<file path="src/rtl/lcd_pkg.sv">
// rtl/lcd_pkg.sv - shared types and constants for the LCD SPI front end
package lcd_pkg;

  typedef enum logic [1:0] {
    IDLE,
    SHIFT,
    EVAL
  } spi_rx_statetype;

  localparam int FRAME_BITS_DEFAULT = 16;

  localparam logic [7:0] ASCII_A = 8'h41;
  localparam logic [7:0] ASCII_Z = 8'h5A;
  localparam logic [7:0] ASCII_0 = 8'h30;
  localparam logic [7:0] ASCII_9 = 8'h39;

endpackage

</file>
<file path="src/rtl/sync_n.sv">
// rtl/sync_n.sv - N-flop single-bit synchronizer with selectable reset value
module sync_n #(
  parameter int   N         = 2,
  parameter logic RESET_VAL = 1'b0
) (
  input  logic clk,
  input  logic reset,
  input  logic d,
  output logic q
);

  logic [N-1:0] stages;

  always_ff @(posedge clk) begin
    if (reset) begin
      stages <= {N{RESET_VAL}};
    end else begin
      stages <= {stages[N-2:0], d};
    end
  end

  assign q = stages[N-1];

endmodule

</file>
<file path="src/rtl/spi_frame_receiver.sv">
// rtl/spi_frame_receiver.sv - SPI mode-0 two-byte frame receiver with new_SPI handshake
// Optional letter/number range check: define SPI_ASCII_CHECK_EN.
module spi_frame_receiver
  import lcd_pkg::*;
#(
  parameter int FRAME_BITS  = FRAME_BITS_DEFAULT,
  parameter int SYNC_STAGES = 2
) (
  input  logic       clk,
  input  logic       reset,
  input  logic       sck,
  input  logic       sdi,
  input  logic       cs_n,
  input  logic       ready,
  output logic [7:0] letter,
  output logic [7:0] number,
  output logic       new_SPI,
  output logic       frame_err,
  output logic       overrun
);

  localparam logic [4:0] CNT_FRAME = 5'(FRAME_BITS);
  localparam logic [4:0] CNT_MAX   = 5'(FRAME_BITS + 1);
  localparam logic [3:0] WARM_DONE = 4'(SYNC_STAGES + 1);

  logic sck_s, sdi_s, cs_s;
  logic sck_d, cs_d;
  logic sck_rise, cs_fall, cs_rise;
  logic armed;
  logic [3:0] warm;

  spi_rx_statetype         state;
  logic [FRAME_BITS-1:0]   sr;
  logic [4:0]              cnt;
  logic [7:0]              sr_letter, sr_number;
  logic                    frame_ok;

  sync_n #(.N(SYNC_STAGES), .RESET_VAL(1'b0)) u_sync_sck (
    .clk(clk), .reset(reset), .d(sck), .q(sck_s)
  );
  sync_n #(.N(SYNC_STAGES), .RESET_VAL(1'b0)) u_sync_sdi (
    .clk(clk), .reset(reset), .d(sdi), .q(sdi_s)
  );
  sync_n #(.N(SYNC_STAGES), .RESET_VAL(1'b1)) u_sync_cs (
    .clk(clk), .reset(reset), .d(cs_n), .q(cs_s)
  );

  assign sck_rise = sck_s & ~sck_d;
  assign cs_fall  = ~cs_s & cs_d;
  assign cs_rise  = cs_s & ~cs_d;

  // The synchronizers leave reset holding 1 on cs_n; until they have flushed,
  // a low pin would look like a falling edge, so frames already under way are ignored.
  assign armed = (warm == WARM_DONE);

  assign sr_letter = sr[FRAME_BITS-1 -: 8];
  assign sr_number = sr[FRAME_BITS-9 -: 8];

`ifdef SPI_ASCII_CHECK_EN
  logic ascii_ok;
  assign ascii_ok = (sr_letter >= ASCII_A) && (sr_letter <= ASCII_Z) &&
                    (sr_number >= ASCII_0) && (sr_number <= ASCII_9);
  assign frame_ok = (cnt == CNT_FRAME) && ascii_ok;
`else
  assign frame_ok = (cnt == CNT_FRAME);
`endif

  always_ff @(posedge clk) begin
    if (reset) begin
      state     <= IDLE;
      sr        <= '0;
      cnt       <= '0;
      letter    <= 8'h00;
      number    <= 8'h00;
      new_SPI   <= 1'b0;
      frame_err <= 1'b0;
      overrun   <= 1'b0;
      sck_d     <= 1'b0;
      cs_d      <= 1'b1;
      warm      <= '0;
    end else begin
      sck_d     <= sck_s;
      cs_d      <= cs_s;
      frame_err <= 1'b0;
      overrun   <= 1'b0;
      if (!armed) warm <= warm + 4'd1;
      if (new_SPI && ready) new_SPI <= 1'b0;

      case (state)
        IDLE: begin
          if (armed && cs_fall) begin
            state <= SHIFT;
            sr    <= '0;
            cnt   <= '0;
          end
        end
        SHIFT: begin
          if (sck_rise) begin
            sr <= {sr[FRAME_BITS-2:0], sdi_s};
            if (cnt != CNT_MAX) cnt <= cnt + 5'd1;
          end
          if (cs_rise) state <= EVAL;
        end
        EVAL: begin
          state <= IDLE;
          if (frame_ok) begin
            letter  <= sr_letter;
            number  <= sr_number;
            new_SPI <= 1'b1;
            // A frame taken in this same cycle is consumed, not overrun.
            overrun <= new_SPI && !ready;
          end else begin
            frame_err <= 1'b1;
          end
        end
        default: state <= IDLE;
      endcase
    end
  end

endmodule
</file>
<file path="config.mk">
export PLATFORM = sky130hd
export DESIGN_NAME = spi_frame_receiver
export DESIGN_NICKNAME = d
export VERILOG_FILES = /design/src/rtl/lcd_pkg.sv /design/src/rtl/sync_n.sv /design/src/rtl/spi_frame_receiver.sv
export SDC_FILE = /design/constraint.sdc
export NUM_CORES = 1
export LEC_CHECK = 0
export ABC_AREA = 1
export CAP_MARGIN = 20
export CORE_AREA = 5 5 54 91
export DETAILED_ROUTE_END_ITERATION = 16
export DIE_AREA = 0 0 59 96
export GPL_TIMING_DRIVEN = 0
export PLACE_DENSITY_LB_ADDON = 0.15
export SLEW_MARGIN = 20
export SYNTH_ARGS = -nofsm -noshare
export SYNTH_HDL_FRONTEND = slang
export SYNTH_HIERARCHICAL = 1
export SYNTH_SLANG_ARGS = --single-unit
</file>
<file path="constraint.sdc">
create_clock -name clk -period 2.2 [get_ports clk]
set_clock_uncertainty 0.15 [all_clocks]
set_input_delay 0.33 -clock clk [delete_from_list [all_inputs] [get_ports clk]]
set_output_delay 0.33 -clock clk [all_outputs]
set_load 0.01 [all_outputs]
</file>
==> results of run 1 <==
==> logic make-up (layout without fill, tap and decap cells) <==
family | count (synthesis) | count (layout) | synth area share
buffers and inverters | 35 | 66 | 0.07814
adders and majority gates | 4 | 4 | 0.02368
AOI/OAI and AO/OA | 46 | 46 | 0.1119
and+or+nand+nor | 125 | 125 | 0.2664
DFF | 54 | 54 | 0.5115
xor gates and xnor gates | 2 | 2 | 0.008290
==> worst max-delay path, stage by stage <==
cell             delay (ns)
clkdlybuf4s50_1        0.56
clkbuf_1               0.35
inv_1                  0.19
clkbuf_1               0.24
o21ai_0                0.12
nor2_1                 0.06
==> path summary, 6_finish.rpt <==
kind / startpoint / endpoint / slack (ns) / depth (start not counted)
max: reset / letter[6] / 0.38 / 6
min: u_sync_sdi/stages[0] / u_sync_sdi/stages[1] / 0.26 / 2
max reg2reg: warm[0] / sr[12] / 0.42 / 7
min reg2reg: u_sync_sdi/stages[0] / u_sync_sdi/stages[1] / 0.26 / 2
==> synth_stat cells <==
cell	n
nand2_1	35
inv_1	23
nor4_1	2
buf_4	2
xor2_1	1
ha_1	4
xnor2_1	1
buf_2	1
o21ai_0	20
inv_2	1
a21oi_1	23
inv_4	1
o21bai_1	1
nor2_1	50
nand2_2	1
nor2_4	3
nor3_1	2
nand3_2	1
clkbuf_1	4
dfxtp_1	54
nand3_4	1
o21ai_1	1
nand4_1	3
a21oi_2	1
nand3_1	27
buf_6	3
==> power groups by stage <==
stage | Clock [W] | Sequential, W | Combinational, W
after floorplan | 0 | 0.00103 | 0.0000539
after global placement | 0 | 0.00103 | 0.0000761
after detailed placement | 0 | 0.00103 | 0.0000791
after CTS | 0.000537 | 0.00101 | 0.0000801
after global routing | 0.000581 | 0.00101 | 0.0000899
final | 0.000519 | 0.00101 | 0.0000792
==> stage by stage <==
stage          power, W  cells  worst slack, ns  area [µm²]
3_3_place_gp   0.001107    339          0.03340        2415
4_1_cts        0.001626    346           0.3641        2495
3_5_place_dp   0.001111    339          0.05242        2415
6_report       0.001606    346           0.3819        2495
5_1_grt        0.001683    346           0.2065        2495
2_1_floorplan  0.001083    266           0.6737        2113
==> metal layers <==
metal,vias to the layer above,wire length (µm),share of wire,GRT usage
li1,915,-,-,-
met1,838,1782,0.41,0.1948
met2,26,2314,0.54,0.3017
met3,5,141,0.033,0.03490
met4,0,61,0.014,0.06427
met5,-,0,0,0
==> flip-flops by register name, indices dropped and copies added (netlist names) <==
signal and count:
overrun 1, sr 16, sck_d 1, u_sync_cs/stages 2, u_sync_sdi/stages 2, cnt 5, number 8, warm 4
frame_err 1, letter 8, state 2, new_SPI 1, u_sync_sck/stages 2, cs_d 1
==> layout make-up <==
type | instances | area, µm²
plain buffers | 10 | 68.82
repair buffers | 24 | 240.2
inverters | 25 | 96.34
clock inverters | 1 | 7.507
fillers | 412 | 1617
multi-input cells | 177 | 867.1
clock buffers | 6 | 72.57
flip-flops and latches | 54 | 1081
well taps | 49 | 61.31
==> impl_metrics.tcl, run 1 <==
set metrics [dict create \
    tns_ns 0 \
    antenna_left 0 \
    whs_ns 0.2582 \
    grt_max_degree 16 \
    wl_per_cell_um 12.42 \
    synth_top_area_share 0.5115 \
    seq_area_frac_synth 0.5115 \
    worst_pin_slew_ns 0.5297 \
    rsz0062_at_grt "no" \
    slew_headroom 0.6469 \
    postSynthAreaPerCell_um2 7.945 \
    gp_congestion 0.7812 \
    utilization 0.6068 \
    syn_nets 276 \
    dieArea_mm2 0.005664 \
    cts_tree "done" \
    crit_fanout 10 \
    die_x_um 59 \
    cp_data_required_time_ns 2.24 \
    antenna_cells 0 \
    ctsHtreeMaxLevel 2 \
    track_usage 0.1698 \
    cts_resized 0 \
    drv_cap 0 \
    finalCritPeriodShare 0.8264 \
    crit_arrival_ns 1.86 \
    ys_warn_count 6 \
    hpwl_mm 3.103 \
    synth_top_cell_by_area "dfxtp_1" \
    ios 25 \
    start_util 0.5140 \
    netlist_area_mm2 0.002113 \
    postCtsHoldBufs 0 \
    endpoint_kind "register" \
    coreArea_mm2 0.004111 \
    first_iter_violations 26 \
    status "complete, no violations" \
    rows 31 \
    max-vdd-ir-drop_v 0.0006415 \
    fin_nets 307 \
    drt-pass1-iter-count 4 \
    antenna_found_initial 0 \
    switching_share 0.2252 \
    min_path_type "reg -> reg" \
    max_freq_mhz 550.0 \
    synth_cell_types 26 \
    ys_ff_latch 54 \
    dieHeight_um 96 \
    setup_viol 0 \
    pwr-share-seq 0.628 \
    switchingPower_w 0.0003617 \
    synth_cells 266 \
    clk_latency_ns 0.30 \
    final_max_slew_viol_count 0 \
    finalCriticalPeriod_ns 1.818 \
    root_buffer "clkbuf_8" \
    cts.sinks 54 \
    p_leak_nw 1.008 \
    grt.overflow.total 0 \
    port_buffers 24 \
    drt-total-wl_mm 4.299 \
    viasPerCell 5.156 \
    vias 1784 \
    intPower_w 0.001245 \
    clk_pin_slew_ns 0.09 \
    startpoint_type "input pin" \
    grt_pass1_vias 1754 \
    final_cell_mix "54 x dfxtp_1, 50 x nor2_1, 35 x nand2_1, 27 x nand3_1, 24 x clkdlybuf4s50_1" \
    cts.path.max_buffers 2 \
    numCtsBuffers 5 \
    grt_first_pass_wirelength_mm 7.431 \
    drive_gt1_frac 0.07071 \
    synthTopCellsByArea "dfxtp_1 51%, nor2_1 8.9%, nand3_1 6.4%" \
    area_growth_pct 18.06 \
    criticalPathCategory "in -> reg" \
    mostFrequentLayoutCell "dfxtp_1" \
    drc 0 \
    postCtsSetupRepairBufs 0 \
    finalHoldViolations 0 \
    p_clk_frac 0.323 \
    power_density_mw_per_mm2 643.9 \
    combPwrFrac 0.049 \
]
No activity file was read; power rests on OpenSTA's default activity.
==> run 2: changes to the inputs <==
==> constraint.sdc (replaced) <==
create_clock -name clk -period 1.7 [get_ports clk]
set_clock_uncertainty 0.15 [all_clocks]
set_input_delay 0.255 -clock clk [delete_from_list [all_inputs] [get_ports clk]]
set_output_delay 0.255 -clock clk [all_outputs]
set_load 0.01 [all_outputs]
==> impl_metrics.tcl, run 2 (same netlist as run 1, synthesis figures left out) <==
set metrics [dict create \
    drv_cap 0 \
    slew_headroom 0.6424 \
    crit_fanout 2 \
    max-vdd-ir-drop_v 0.0008007 \
    rrSetupSlack_ns 0.13 \
    grt.overflow.total 0 \
    gp_congestion 0.7812 \
    crit_arrival_ns 1.20 \
    first_iter_violations 29 \
    antenna_found_initial 0 \
    cts_tree "done" \
    area_growth_pct 20.07 \
    crit_buf_inv 1 \
    final_max_slew_viol_count 0 \
    track_usage 0.1698 \
    cpMaxStageDelayCell "clkdlybuf4s50_1" \
    grt_max_degree 16 \
    dieArea_mm2 0.005664 \
    finalCriticalPeriod_ns 1.604 \
    finalCritPeriodShare 0.9437 \
    die_x_um 59 \
    utilization 0.6172 \
    cp_data_required_time_ns 1.29 \
    vias 1781 \
    status "complete, no violations" \
    reg_top3 "sr (16), letter (8), number (8)" \
    antenna_cells 0 \
    startpoint_type "register" \
    ios 25 \
    antenna_left 0 \
    port_buffers 24 \
    drt-total-wl_mm 4.376 \
    rsz0062_at_grt "no" \
    postCtsHoldBufs 0 \
    worstHoldStart "reset" \
    crit_family "buffers and inverters" \
    endpoint_kind "output pin" \
    drt-pass1-iter-count 4 \
    dieHeight_um 96 \
    largest_reg_flops 16 \
    mostFrequentLayoutCell "dfxtp_1" \
    numCtsBuffers 5 \
    grt_first_pass_wirelength_mm 7.424 \
    p_leak_nw 1.036 \
    max_freq_mhz 623.3 \
    crit_chain "clkdlybuf4s50_1" \
    coreArea_mm2 0.004111 \
    worst_pin_slew_ns 0.5364 \
    startpoint "letter[6]" \
    finalHoldViolations 0 \
    viasPerCell 5.118 \
    rows 31 \
    whs_ns 0.2565 \
    fill_cells 408 \
    drc 0 \
    criticalPathCategory "reg -> out" \
    setup_viol 0 \
    min_path_type "in -> reg" \
    clk_latency_ns 0.30 \
    hpwl_mm 3.103 \
    start_util 0.5140 \
    cts.sinks 54 \
    rr_startpoint "cnt[0]" \
    final_cell_mix "52 x dfxtp_1, 49 x nor2_1, 34 x nand2_1, 27 x nand3_1" \
    tns_ns 0 \
    root_buffer "clkbuf_8" \
    largest_register "sr" \
    grt_pass1_vias 1753 \
    power_density_mw_per_mm2 821.1 \
    cts.path.max_buffers 2 \
    clk_pin_slew_ns 0.09 \
    ctsHtreeMaxLevel 2 \
    critPathMaxStageDelay_ns 0.54 \
    fin_nets 309 \
    wl_per_cell_um 12.57 \
    drive_gt1_frac 0.1003 \
]
## run 2: cell count changes in the layout (fill, tap and decap cells not counted), sizes merged
cell           change
dlymetal6s2s       +1
clkbuf             -1
buf                +3
clkdlybuf4s50      -1
## run 2: worst register-to-register path, cell delays in order, from the launching register on
cell and delay [ns]:
dfxtp_2 0.35, inv_1 0.12, ha_4 0.16, nand3_4 0.10, nor2_4 0.23, inv_4 0.09, buf_6 0.15, nor2_1 0.09
nor2_1 0.05
## run 2: layout make-up
| type | count | area (µm²) | share of cell area |
|---|---|---|---|
| well taps | 49 | 61.31 | 0.02416 |
| plain buffers | 9 | 66.31 | 0.02613 |
| repair buffers | 27 | 265.3 | 0.1045 |
| clock inverters | 1 | 7.507 | 0.002959 |
| flip-flops and latches | 54 | 1084 | 0.4270 |
| inverters | 25 | 96.34 | 0.03797 |
| clock buffers | 6 | 72.57 | 0.02860 |
| multi-input cells | 177 | 884.6 | 0.3486 |
## run 2: what timing repair did
action,4_1_cts,5_1_grt
setup buffers,1,2
endpoints found under the hold margin,0,0
gates cloned,0,0
endpoints found under the setup margin,33,34
resized for setup,0,9
pin swaps,1,2
## run 2: final timing paths
| check | end | cells after the start |
|---|---|---|
| setup reg to reg | letter[7] | 8 |
| hold reg to reg | u_sync_sdi/stages[1] | 2 |
| hold / removal | u_sync_sdi/stages[1] | 2 |
| setup / recovery | letter[6] | 1 |
## run 2: through the flow
step / std cells / instance area [µm²] / worst slack, ns / power, W
6_report: 348 / 2537 / 0.09572 / 0.002083
2_1_floorplan: 266 / 2113 / 0.1737 / 0.001401
5_1_grt: 348 / 2537 / 0.02030 / 0.002180
3_5_place_dp: 339 / 2415 / -0.3726 / 0.001438
4_1_cts: 346 / 2499 / 0.001357 / 0.002105
3_3_place_gp: 339 / 2415 / -0.3916 / 0.001433
## run 2: routing by layer
layer	share of wire	track usage
met2	0.53	0.2989
met3	0.048	0.03624
met1	0.41	0.1965
met5	0	0
met4	0.015	0.06427
## run 2: where the power goes
group          internal [W]  total [W]  leakage (nW)  switching (W)
logic             0.0000411   0.000104         0.560      0.0000629
registers           0.00129    0.00131         0.438      0.0000184
clock network      0.000283   0.000674        0.0373       0.000391
total               0.00161    0.00208          1.04       0.000472
==> run 3: changes to the inputs <==
--- a/config.mk
+++ b/config.mk
@@ -7,9 +7,9 @@
 export LEC_CHECK = 0
 export ABC_AREA = 1
 export CAP_MARGIN = 20
-export CORE_AREA = 5 5 54 91
+export CORE_AREA = 5 5 70 120
 export DETAILED_ROUTE_END_ITERATION = 16
-export DIE_AREA = 0 0 59 96
+export DIE_AREA = 0 0 75 125
 export GPL_TIMING_DRIVEN = 0
 export PLACE_DENSITY_LB_ADDON = 0.15
 export SLEW_MARGIN = 20
==> impl_metrics.tcl, run 3 (same netlist as run 1, synthesis figures left out) <==
set metrics [dict create \
    status "complete, no violations" \
    root_buffer "clkbuf_16" \
    dieArea_mm2 0.009375 \
    finalCriticalPeriod_ns 1.596 \
    wl_per_cell_um 12.44 \
    area_growth_pct 25.99 \
    power_density_mw_per_mm2 963.3 \
    grt.overflow.total 0 \
    crit_fanout 10 \
    antenna_left 0 \
    start_util 0.2852 \
    first_iter_violations 140 \
    startpoint "state[0]" \
    grt_max_degree 17 \
    vias 1789 \
    die_x_um 75 \
    p_leak_nw 1.067 \
    rrSetupSlack_ns 0.10 \
    fin_nets 310 \
    hold_path_depth 2 \
    reg2reg_depth 6 \
    cts.path.max_buffers 2 \
    coreArea_mm2 0.007410 \
    finalCritPeriodShare 0.9385 \
    postCtsHoldBufs 0 \
    critPathCapture "sr[8]" \
    drive_gt1_frac 0.09967 \
    hpwl_mm 3.358 \
    criticalPathCategory "reg -> reg" \
    antenna_found_initial 0 \
    port_buffers 24 \
    cts.sinks 54 \
    largest_register "sr" \
    rows 42 \
    drt-total-wl_mm 4.838 \
    cpMaxStageDelayCell "dfxtp_1" \
    numCtsBuffers 5 \
    timing.rr.end "sr[8]" \
    slew_headroom 0.6388 \
    max-vdd-ir-drop_v 0.0005920 \
    ios 25 \
    setup_viol 0 \
    grt_pass1_vias 1733 \
    critPathMaxStageDelay_ns 0.44 \
    crit_chain "nand2_2 > nor2_4 > inv_2 > buf_6 > nand3_1 > a21oi_1" \
    largest_reg_flops 16 \
    dp_cells 378 \
    startpoint_type "register" \
    rr_startpoint "state[0]" \
    worst_pin_slew_ns 0.5418 \
    min_path_type "reg -> reg" \
    dieHeight_um 125 \
    gp_congestion 0.8119 \
    drc 0 \
    grt_first_pass_wirelength_mm 8.169 \
    final_cell_mix "54 x dfxtp_1, 48 x nor2_1, 35 x nand2_1, 27 x nand3_1" \
    max_freq_mhz 626.7 \
    endpoint_kind "register" \
    rsz0062_at_grt "no" \
    layout.cells.non_filler 389 \
    antenna_cells 0 \
    crit_arrival_ns 1.60 \
    viasPerCell 4.599 \
    track_usage 0.1126 \
    clk_pin_slew_ns 0.07 \
    power.total_w 0.002565 \
    finalHoldViolations 0 \
    cp_data_required_time_ns 1.71 \
    ctsHtreeMaxLevel 2 \
    reg_top3 "sr (16), letter (8), number (8)" \
    clk_latency_ns 0.29 \
    mostFrequentLayoutCell "dfxtp_1" \
    final_max_slew_viol_count 0 \
    cts_tree "done" \
    drt-pass1-iter-count 4 \
    drv_cap 0 \
]
[run 3: changes by cell type in the layout (fill, tap and decap cells not counted), moves of 2 or more]
cell | before | now
clkbuf_16 | 0 | 5
dfxtp_1 | 52 | 54
dfxtp_2 | 2 | 0
clkbuf_8 | 5 | 0
[run 3: worst min-delay path by stage]
| stage | startpoint | end |
|---|---|---|
| floorplan | reset | u_sync_sck/stages[0] |
| global placement | u_sync_sdi/stages[0] | u_sync_sdi/stages[1] |
| detailed placement | u_sync_sdi/stages[0] | u_sync_sdi/stages[1] |
| CTS | u_sync_sdi/stages[0] | u_sync_sdi/stages[1] |
| global route | u_sync_cs/stages[0] | u_sync_cs/stages[1] |
| finish | u_sync_sdi/stages[0] | u_sync_sdi/stages[1] |
[run 3: where the power goes]
part	switching (W)	leakage (nW)	internal, W
Combinational	0.0000633	0.553	0.0000401
Clock	0.000460	0.0771	0.000696
Sequential	0.0000182	0.437	0.00129
Total	0.000541	1.07	0.00202
[run 3: through the flow]
stage / util / cell area [µm²] / hold WS (ns) / TNS [ns] / setup slack, ns
final: 0.3593 / 2663 / 0.2562 / 0 / 0.1045
after CTS: 0.3583 / 2655 / 0.2586 / 0 / 0.04517
after detailed placement: 0.3325 / 2464 / 0.2495 / -18.33 / -0.4985
after global placement: 0.3325 / 2464 / 0.2398 / -17.00 / -0.4752
after global routing: 0.3593 / 2663 / 0.2921 / 0 / 0.0003726
after floorplan: - / 2113 / 0.1762 / 0 / 0.1737
[run 3: worst max-delay path, delay by kind of cell (launching register included)]
family | cells | cell delay, ns
DFF | 1 | 0.44
buffers and inverters | 2 | 0.31
and+or+nand+nor | 3 | 0.49
AOI/OAI and AO/OA | 1 | 0.06
[run 3: timing repair]
item                                    CTS  global route
pin swaps                                 2             1
endpoints found under the setup margin   40            27
buffers inserted                          4             0
gates resized for setup                   1             4
[run 3: routing by layer]
layer / routed length (µm) / GRT usage / vias up
li1: - / - / 930
met1: 2078 / 0.1311 / 822
met2: 2463 / 0.1881 / 33
met3: 215 / 0.03052 / 4
met4: 82 / 0.04717 / 0
met5: 0 / 0 / -
[run 3: final cells by class]
cell class / count / area (µm²)
timing repair buffer: 28 / 269.0
sequential: 54 / 1081
buffer: 9 / 65.06
inverter: 25 / 96.34
multi-input combinational: 177 / 874.6
tap: 88 / 110.1
fill: 785 / 4747
clock inverter: 2 / 37.54
clock buffer: 6 / 128.9
